### config.mk
export PLATFORM = sky130hd
export DESIGN_NAME = spi_slave_fsm
export DESIGN_NICKNAME = d
export VERILOG_FILES = /design/src/rtl/spi_pkg.sv /design/src/rtl/spi_shiftreg.sv /design/src/rtl/spi_slave_fsm.sv
export SDC_FILE = /design/constraint.sdc
export NUM_CORES = 1
export LEC_CHECK = 0
export CAP_MARGIN = 40
export CORE_MARGIN = 2
export CORE_UTILIZATION = 46
export CTS_BUF_LIST = sky130_fd_sc_hd__clkbuf_4
export CTS_CLUSTER_SIZE = 10
export DETAILED_ROUTE_END_ITERATION = 7
export PLACE_DENSITY = 0.75
export SLEW_MARGIN = 20
export SYNTH_ARGS = -nofsm -noshare
export SYNTH_HDL_FRONTEND = slang
export SYNTH_SLANG_ARGS = --single-unit
### constraint.sdc
create_clock -name clk -period 1.8 [get_ports clk]
set_input_delay 0.36 -clock clk [delete_from_list [all_inputs] [get_ports clk]]
set_output_delay 0.36 -clock clk [all_outputs]
set_load 0.02 [all_outputs]
### src/rtl/spi_pkg.sv
// Shared types and defaults for the SPI mode-0 slave transaction engine.
package spi_pkg;

  localparam int ADDR_W_DEF = 7;
  localparam int DATA_W_DEF = 8;

  // Command LSB value that selects a read transaction.
  localparam logic RW_READ = 1'b1;

  typedef enum logic [3:0] {
    IDLE         = 4'd0,
    GET_CMD      = 4'd1,
    DECODE       = 4'd2,
    READ_WAIT    = 4'd3,
    READ_LOAD    = 4'd4,
    READ_SHIFT   = 4'd5,
    WRITE_GET    = 4'd6,
    WRITE_COMMIT = 4'd7,
    DONE         = 4'd8
  } state_t;

endpackage

### src/rtl/spi_shiftreg.sv
// Left-shifting register: parallel load, serial-in at LSB, plain shift, MSB out.
module spi_shiftreg #(
  parameter int DATA_W = 8
) (
  input  logic              clk,
  input  logic              rst_n,
  input  logic              load_en,
  input  logic [DATA_W-1:0] load_data,
  input  logic              shift_in_en,
  input  logic              serial_in,
  input  logic              shift_en,
  output logic              serial_out,
  output logic [DATA_W-1:0] par_out
);

  logic [DATA_W-1:0] q;

  // Load has priority over capture, capture over a plain shift.
  always_ff @(posedge clk or negedge rst_n) begin
    if (!rst_n) begin
      q <= '0;
    end else if (load_en) begin
      q <= load_data;
    end else if (shift_in_en) begin
      q <= {q[DATA_W-2:0], serial_in};
    end else if (shift_en) begin
      q <= {q[DATA_W-2:0], 1'b0};
    end
  end

  assign serial_out = q[DATA_W-1];
  assign par_out    = q;

endmodule

### src/rtl/spi_slave_fsm.sv
// SPI mode-0 slave: command byte {addr, rw}, then one write or read data byte.
// Handshake: there is no valid/ready pair here; mem_we is a single-cycle
// strobe qualifying mem_addr/mem_wdata, and mem_rdata is taken exactly one
// clk after mem_addr has been updated.
module spi_slave_fsm
  import spi_pkg::*;
#(
  parameter int ADDR_W = ADDR_W_DEF,
  parameter int DATA_W = DATA_W_DEF
) (
  input  logic              clk,
  input  logic              rst_n,
  input  logic              cs_cond,
  input  logic              sclk_pos,
  input  logic              sclk_neg,
  input  logic              mosi_cond,
  input  logic [DATA_W-1:0] mem_rdata,
  output logic [ADDR_W-1:0] mem_addr,
  output logic [DATA_W-1:0] mem_wdata,
  output logic              mem_we,
  output logic              miso,
  output logic              miso_oe,
  output logic [3:0]        state_dbg
);

  state_t            state_q, state_d;
  logic [2:0]        cnt_q, cnt_d;
  logic              seen_q, seen_d;
  logic              sh_load, sh_shift_in, sh_shift, sh_msb;
  logic [DATA_W-1:0] sh_load_data, sh_q;
  logic [ADDR_W-1:0] addr_d;
  logic [DATA_W-1:0] wdata_d;
  logic              we_d, miso_d, oe_d;
  logic              last_bit;

  assign last_bit  = (cnt_q == 3'd7);
  assign state_dbg = state_q;

  spi_shiftreg #(.DATA_W(DATA_W)) u_shreg (
    .clk        (clk),
    .rst_n      (rst_n),
    .load_en    (sh_load),
    .load_data  (sh_load_data),
    .shift_in_en(sh_shift_in),
    .serial_in  (mosi_cond),
    .shift_en   (sh_shift),
    .serial_out (sh_msb),
    .par_out    (sh_q)
  );

  // State register.
  always_ff @(posedge clk or negedge rst_n) begin
    if (!rst_n) state_q <= IDLE;
    else        state_q <= state_d;
  end

  // Next-state logic; CS high anywhere outside IDLE aborts the frame.
  always_comb begin
    state_d = state_q;
    if (state_q != IDLE && cs_cond) begin
      state_d = IDLE;
    end else begin
      case (state_q)
        IDLE:         if (!cs_cond) state_d = GET_CMD;
        GET_CMD:      if (sclk_pos && last_bit) state_d = DECODE;
        DECODE:       state_d = (sh_q[0] == RW_READ) ? READ_WAIT : WRITE_GET;
        READ_WAIT:    state_d = READ_LOAD;
        READ_LOAD:    state_d = READ_SHIFT;
        READ_SHIFT:   if (sclk_pos && last_bit) state_d = DONE;
        WRITE_GET:    if (sclk_pos && last_bit) state_d = WRITE_COMMIT;
        WRITE_COMMIT: state_d = DONE;
        DONE:         state_d = DONE;
        default:      state_d = IDLE;
      endcase
    end
  end

  // Output and datapath decode; nothing but the abort happens while CS is high.
  always_comb begin
    cnt_d        = cnt_q;
    seen_d       = seen_q;
    sh_load      = 1'b0;
    sh_load_data = '0;
    sh_shift_in  = 1'b0;
    sh_shift     = 1'b0;
    addr_d       = mem_addr;
    wdata_d      = mem_wdata;
    we_d         = 1'b0;
    oe_d         = 1'b0;
    miso_d       = 1'b0;
    if (!cs_cond) begin
      case (state_q)
        IDLE: begin
          cnt_d   = 3'd0;
          seen_d  = 1'b0;
          sh_load = 1'b1;
        end
        GET_CMD, WRITE_GET: begin
          if (sclk_pos) begin
            sh_shift_in = 1'b1;
            cnt_d       = cnt_q + 3'd1;
          end
        end
        DECODE: begin
          addr_d = sh_q[ADDR_W:1];
          cnt_d  = 3'd0;
        end
        READ_LOAD: begin
          sh_load      = 1'b1;
          sh_load_data = mem_rdata;
          oe_d         = 1'b1;
          seen_d       = 1'b0;
          cnt_d        = 3'd0;
        end
        READ_SHIFT: begin
          oe_d   = 1'b1;
          miso_d = sh_msb;
          // The falling edge trailing the command byte arrives before any
          // data-phase rising edge and must not consume the MSB.
          if (sclk_pos) begin
            cnt_d  = cnt_q + 3'd1;
            seen_d = 1'b1;
          end else if (sclk_neg && seen_q) begin
            sh_shift = 1'b1;
          end
        end
        WRITE_COMMIT: begin
          wdata_d = sh_q;
          we_d    = 1'b1;
        end
        DONE: begin
          oe_d   = miso_oe;
          miso_d = miso_oe & sh_msb;
        end
        default: ;
      endcase
    end
  end

  // Output, counter and phase-flag registers.
  always_ff @(posedge clk or negedge rst_n) begin
    if (!rst_n) begin
      cnt_q     <= 3'd0;
      seen_q    <= 1'b0;
      mem_addr  <= '0;
      mem_wdata <= '0;
      mem_we    <= 1'b0;
      miso      <= 1'b0;
      miso_oe   <= 1'b0;
    end else begin
      cnt_q     <= cnt_d;
      seen_q    <= seen_d;
      mem_addr  <= addr_d;
      mem_wdata <= wdata_d;
      mem_we    <= we_d;
      miso      <= miso_d;
      miso_oe   <= oe_d;
    end
  end

endmodule

* Word-level counts from Yosys, hierarchy flattened
Cells that the tools add are included.
** Word-level totals
- Latch bits :: 0
- Word-level logic and storage cells :: 78
- Bits in read-only memories :: 0
- Memories kept :: 0
- Memory bits (writable) :: 0
- Register bits after elaboration :: 34
- Bits of input ports :: 14
- Output and inout bits :: 22
** Cells by class
- Bitwise logic cells :: 2
- Equal/unequal tests :: 16
- $lt $le $gt $ge :: 0
- Mux-type cells :: 31
- Shift operators :: 0
- Reduce and logical (&&, ||, !) cells :: 19
- Div/mod/pow operators :: 0
- Multipliers :: 0
- Add/sub/neg operators :: 1
** Operators with widths (number)
- two-way mux 8 bit :: 5
- case mux 4 bit (8 select lines) :: 1
- two-way mux 4 bit :: 5
- equality test 4 x 3 -> 1 bit (second input constant) :: 4
- two-way mux 1 bit :: 14
- != test 3 bit (second input constant) :: 4
- equality test 4 x 2 -> 1 bit (second input constant) :: 2
- OR reduction 2 bit :: 4
- two-way mux 3 bit :: 2
- case mux 1 bit (2 select lines) :: 3
- case mux 3 bit (2 select lines) :: 1
- AND reduction 3 bit :: 2
- OR reduction 3 bit :: 2
- equality test 4 x 1 -> 1 bit (second input constant) :: 1
- equality test 4 bit (second input constant) :: 1
- zero test 4 bit :: 1
- != test 2 bit (second input constant) :: 2
- AND reduction 2 bit :: 2
- AND reduction 4 bit :: 1
- nonzero test 2 bit :: 2
- nonzero test 4 bit :: 1
- adder 3 x 1 -> 3 bit (second input constant) :: 1
- equality test 3 bit (second input constant) :: 1
- logical AND 1 bit :: 3
- 4 further kinds :: 4

* Depth between registers and ports, before layout
Gate-level depths: netlist of run 1.
- Depth after elaboration :: 8
- Gate-level depth with buffers :: 6
- Mapped depth without buffers :: 6

* By module
A second synthesis of run 1 with hierarchy kept.
** Second synthesis, totals
- Cells, all modules :: 147
- Area, all modules :: 1731.7 um^2
** Modules (own cells, without submodules)
- spi_slave_fsm :: instances 1, area an instance 1281.2 um^2, cells each 107, sequential area each 650.6 um^2
- spi_shiftreg :: instances 1, area an instance 450.4 um^2, cells each 40, sequential area each 200.2 um^2

* Least setup slack after synthesis of run 1
OpenSTA, ideal clock, no wires.
- Kind :: reg-to-reg
- Start :: register state_q[3], in the netlist state_dbg[3]
- End :: register u_shreg.q[1], in the netlist u_shreg.par_out[1]
- Required time :: 1675 ps
- Arrival time :: 1754 ps
- Path slack :: -79 ps
- Cell stages (with the launch flop) :: 7
- Cell sequence :: dfrtp_1 > or2_1 > buf_2 > or3_1 > buf_2 > a22o_1 > mux2_2
** Between the ends
- Word-level cells in the longest chain between the ends :: 6
** RTL lines
- start, declared :: RTL line spi_slave_fsm.sv:26 : state_t state_q, state_d;
- start signal, assigned :: RTL line spi_slave_fsm.sv:54 : else state_q <= state_d;
- equality test 4 x 3 -> 1 bit or equality test 4 x 1 -> 1 bit (tied branches) :: RTL line spi_slave_fsm.sv:92 : case (state_q)
- OR reduction 2 bit :: RTL line spi_slave_fsm.sv:92
- two-way mux 1 bit :: RTL line spi_slave_fsm.sv:92
- two-way mux 1 bit :: RTL line spi_slave_fsm.sv:91 : if (!cs_cond) begin
- two-way mux 8 bit :: RTL line spi_shiftreg.sv:24 : end else if (shift_in_en) begin
- two-way mux 8 bit :: RTL line spi_shiftreg.sv:22 : end else if (load_en) begin
- end signal, assigned :: RTL line spi_shiftreg.sv:23 : q <= load_data;
- end signal, assigned :: RTL line spi_shiftreg.sv:25 : q <= {q[DATA_W-2:0], serial_in};
- end signal, assigned :: RTL line spi_shiftreg.sv:27 : q <= {q[DATA_W-2:0], 1'b0};
- end, declared :: RTL line spi_shiftreg.sv:16 : logic [DATA_W-1:0] q;
Several ways; a longest one is shown, not always the timed one.
A chain may end at the register's enable or synchronous reset.

* Worst setup path in the final report of run 1
- Start :: register state_q[1], in the netlist state_dbg[1]
- End :: register u_shreg.q[3], in the netlist u_shreg.par_out[3]
Same word-level chain as after synthesis.

==> flow_summary.ini, run 1 <==
[synth]
synth_cell_types = 29
synth_seq_cells = 34
postSynthCellCount = 120
syn-mean-instance-area_um2 = 12.78
yosysWarnings = 0
yosysTopAreaCellShare_pct = 55.46
synth_area_leaders = dfrtp_1 55%, mux2_2 18%, a22o_1 5.1%
synth_area_um2 = 1534
ys_seq_area_share_pct = 55.46
synth_nets = 136
yosys.area.top_type = dfrtp_1

[worst_setup_path]
regToRegStartpoint = state_dbg[1]
crit_path_top_delay_cell = or3b_2
critPathRequiredTime_ps = 2030
path_max_fanout = 8
slowest_delay_ps = 470
cp_cell_sequence = or3b_2 > a21oi_2 > or3_4 > buf_12 > mux2_2
worst_r2r_path_depth = 5
crit_path_end_kind = flip-flop
critPathKind = flip-flop to flip-flop
crit_start = state_dbg[1]
critical_path_arrival_ps = 1990
critPathLaunchType = flip-flop

[timing]
slew_violations = 0
relSlewSlack_pct = 71.79
finClkSkew_ps = 18.71
final-hold-violation-count = 0
max_clock_freq_ghz = 0.5684
finalHoldWorstSlack_ps = 405.4
fin_crit_ps = 1759
worst_pin_slew_ps = 423.1
setup_slack_ps = 40.66
finalSetupTns_ps = 0
finalCritPeriodShare_pct = 97.74
rsz0062_at_grt = no
setup_viol = 0

[grt]
grt_max_degree = 35
grt_use_total_pct = 20.50
grt_pass1_vias = 1189
grt_overflow = 0
antenna_found_initial = 0
grt_pass1_wl_um = 5575

[clocking]
root_buffer = clkbuf_4
post_cts_buffers = 0
cts_buffers = 5
clk_pin_slew_ps = 120
tritoncts = built
clock-sinks = 34
h-tree-depth = 2
cts_buffer_depth = 2
insertion_delay_ps = 350

[die]
dieArea_um2 = 3812
num_rows = 20
ios = 36
initial_core_util_pct = 49.44
coreArea_um2 = 3103
die_h_um = 61.75
die_w_um = 61.75

[layout]
drive_gt1_share_pct = 35.84
final_area_um2 = 2136
nets = 188
insertedDiodeCount = 0
area_growth_pct = 39.23
num-fill-cells = 270
final_cell_mix = 31 x dfrtp_1, 31 x clkdlybuf4s50_1, 24 x mux2_2

[place]
gp_congestion = 0.8567
port_buffers = 35
dpl.hpwl_um = 2593
dpl_cell_area_um2 = 2047
pre_cts_slack_ps = -407.4

[route]
vias_per_cell = 5.415
drtIter0Drc = 58
vias = 1175
wl_um = 3490
drtAntennaViolNets = 0
detail_route.wl_per_cell_um = 16.08
drtPass1Iterations = 4
drc = 0

[power]
sw_frac_of_total_pct = 26.31
p_leak_nw = 0.9871
p_sw_uw = 373.7
seqPwrFrac_pct = 58.3
p_int_mw = 1.047
p_clk_share_pct = 29.0
p_comb_share_pct = 12.7
power-per-cell-area_nw_per_um2 = 665.1
ir_drop_v = 0.0004265

[hold_path]
hp-class = input port to asynchronous set/reset pin

[run]
maxCapViolations = 0

[status]
status = complete, no violations
## worst max-delay path, delay by kind of cell (launching register included)
kind	cells	cell delay (ps)
flops	1	420
compound gates	1	160
mux	1	320
buf+inv	1	110
simple gates	2	620
## layer usage
metal  up-vias  track usage (%)  part of all wire, %
met3         7            4.969                  4.2
met2        31            32.78                   52
met5         -                0                    0
met4         0            7.295                  1.5
li1        544                -                    -
met1       593            27.35                   42
## path summary, 6_finish.rpt
path / end / slack [ps]
min: u_shreg.par_out[7] / 410
min in group clk: mem_wdata[5] / 510
max: u_shreg.par_out[3] / 40
max reg2reg: u_shreg.par_out[3] / 40
min reg2reg: mem_wdata[5] / 510
max in group asynchronous: state_dbg[3] / 1060
## layout make-up
type / count / area, um^2 / share of cell area (%)
flip-flops and latches: 34 / 854.6 / 40.01
multi-input cells: 78 / 679.4 / 31.81
repair buffers: 51 / 485.5 / 22.73
well taps: 44 / 55.05 / 2.578
clock buffers: 5 / 37.54 / 1.757
clock inverters: 3 / 16.27 / 0.7616
inverters: 2 / 7.507 / 0.3515
## power groups by stage
stage               clock network [mW]  logic (mW)  registers, mW
floorplan                            0      0.0798          0.839
global placement                     0       0.166          0.840
detailed placement                   0       0.175          0.842
CTS                              0.417       0.178          0.827
global route                     0.457       0.195          0.833
finish                           0.413       0.180          0.828
## synthesized netlist by cell type, drive strengths merged
cell type / count
dfrtp: 34
mux2: 24
a22o: 9
a21oi: 5
buf: 5
nor2: 5
nand2: 3
nand2b: 3
nor3: 3
o21ai: 3
or3b: 3
a31oi: 2
ha: 2
inv: 2
nand3b: 2
nor4: 2
o21a: 2
or3: 2
a211oi: 1
a22oi: 1
and2: 1
clkbuf: 1
nor2b: 1
nor4b: 1
nor4bb: 1
o22ai: 1
or2: 1
## metrics by stage
stage / total power, mW / std cells / util (%)
finish: 1.421 / 217 / 68.83
global route: 1.485 / 217 / 68.83
CTS: 1.422 / 217 / 68.02
detailed placement: 1.017 / 209 / 65.97
global placement: 1.006 / 209 / 65.97
floorplan: 0.9191 / 120 / -
## sequential cells by signal, indices dropped and copies added, names as in the netlist
signal and cells:
seen_q 1, mem_addr 7, cnt_q 3, mem_we 1, miso 1, miso_oe 1, mem_wdata 8, state_dbg 4
u_shreg.par_out 8
## timing repair
action,4_1_cts,5_1_grt
resized for setup,6,6
pin swaps,0,1
endpoints found under the setup margin,10,8
hold buffers,0,0
gates cloned,0,0
## logic make-up after synthesis
kind of cell | count (synthesis) | synth area share, %
DFF | 34 | 55.47
and+or+nand+nor | 28 | 11.99
AOI/OAI and AO/OA | 24 | 10.93
muxes | 24 | 17.62
buffers and inverters | 8 | 2.365
adders and majority gates | 2 | 1.631
(Power assumes the default switching activity.)
==> inputs of run 2 (changes only) <==
CORE_UTILIZATION = 55   (was 46)
PLACE_DENSITY = 0.84   (was 0.75)
SLEW_MARGIN = default   (was 20)
clock period = 2.1 ns   (was 1.8 ns; I/O delays follow)
==> flow_summary.ini, run 2 (synthesized netlist as in run 1, its figures left out) <==
[status]
status = complete, no violations

[worst_setup_path]
critPathRequiredTime_ps = 2320
crit_path_top_delay_cell = or3b_2
crit_path_end_kind = flip-flop
critPathLaunchType = input port
slowest_delay_ps = 490
path_max_fanout = 4
worst_r2r_path_depth = 5
critPathKind = input port to flip-flop
critical_path_arrival_ps = 2200
cp_cell_sequence = clkdlybuf4s50_1 > or3b_2 > a21oi_1 > or3_1 > buf_4 > mux2_2

[timing]
final-hold-violation-count = 0
worst_pin_slew_ps = 431.6
relSlewSlack_pct = 71.23
finalHoldWorstSlack_ps = 467.0
max_clock_freq_ghz = 0.5049
finClkSkew_ps = 18.05
rsz0062_at_grt = no
finalCritPeriodShare_pct = 94.31
setup_viol = 0
setup_slack_ps = 119.4
slew_violations = 0
fin_crit_ps = 1981

[clocking]
clock-sinks = 34
tritoncts = built
insertion_delay_ps = 340
cts_buffer_depth = 2
cts_buffers = 5
postCtsResizedCells = 0
ctsHoldBuffers = 0
clk_pin_slew_ps = 120
h-tree-depth = 2
post_cts_buffers = 0
root_buffer = clkbuf_4

[layout]
insertedDiodeCount = 0
nets = 186
drive_gt1_share_pct = 30.41
final_cells = 202
final_common_cell = clkdlybuf4s50_1
area_growth_pct = 37.28
utilization_pct = 77.70
final_cell_mix = 35 x clkdlybuf4s50_1, 34 x dfrtp_1, 24 x mux2_2

[place]
place_inst = 194
pre_cts_slack_ps = -198.9
port_buffers = 35
dpl.hpwl_um = 2317
gp_congestion = 0.9002

[die]
die_h_um = 56.81
coreArea_um2 = 2710
ios = 36
dieArea_um2 = 3227
die_w_um = 56.81
initial_core_util_pct = 56.60
num_rows = 19

[grt]
antenna_found_initial = 0
grt_use_total_pct = 22.77
grt_overflow = 0
grt_max_degree = 35
grt_pass1_wl_um = 5582
grt_pass1_vias = 1176

[route]
drtIter0Drc = 38
vias_per_cell = 5.837
detail_route.wl_per_cell_um = 16.69
drc = 0
drtAntennaViolNets = 0
drtPass1Iterations = 4
vias = 1179
wl_um = 3371

[run]
maxCapViolations = 0

[power]
ir_drop_v = 0.0007943
power-per-cell-area_nw_per_um2 = 692.0
p_leak_nw = 0.9697
finalPower_mw = 1.457

[hold_path]
hp-class = input port to asynchronous set/reset pin
-- run 2: changes by cell type in the layout (fill, tap and decap cells not counted), moves of 2 or more --
| cell | delta |
|---|---|
| bufinv_16 | +2 |
| dfrtp_2 | -3 |
| dfrtp_1 | +3 |
| or3_4 | -2 |
| clkdlybuf4s50_1 | +4 |
| or3_1 | +2 |
| dlygate4sd2_1 | -3 |
-- run 2: metrics by stage --
stage	area, um^2	setup TNS (ps)
2_1_floorplan	1534	0
3_3_place_gp	1999	-1043
3_5_place_dp	1999	-1345
4_1_cts	2106	0
5_1_grt	2106	0
6_report	2106	0
-- run 2: per-layer routing --
metal / routed length, um / up-vias / global-route usage (%)
met5: 0 / - / 0
li1: - / 544 / -
met2: 1613 / 33 / 35.22
met4: 46 / 0 / 6.977
met1: 1545 / 596 / 31.00
met3: 166 / 6 / 6.912
-- run 2: worst paths after layout --
kind	startpoint	end	slack, ps
worst max-delay path	cs_cond	u_shreg.par_out[3]	120
worst min register to register	mem_addr[3]	mem_addr[3]	520
worst min-delay path	rst_n	state_dbg[3]	470
max in group asynchronous	rst_n	u_shreg.par_out[2]	1300
min in group clk	mem_addr[3]	mem_addr[3]	520
worst max register to register	state_dbg[3]	u_shreg.par_out[3]	200
-- run 2: power by group --
| part | total (mW) | internal (mW) | switching, mW |
|---|---|---|---|
| clock network | 0.600 | 0.372 | 0.227 |
| logic | 0.147 | 0.0835 | 0.0636 |
| registers | 0.710 | 0.683 | 0.0276 |
| total | 1.46 | 1.14 | 0.319 |
-- run 2: worst max-delay path, delay by kind of cell --
kind,cells,cell delay [ps]
simple gates,2,650
buf+inv,2,610
mux,1,340
compound gates,1,180
-- run 2: area by class of cell --
class | count | area [um^2]
Inverter | 2 | 7.507
Clock inverter | 3 | 68.82
Clock buffer | 5 | 37.54
Multi-Input combinational cell | 78 | 646.9
Sequential cell | 34 | 850.8
Fill cell | 185 | 604.3
Timing Repair Buffer | 49 | 455.4
Tap cell | 31 | 38.79
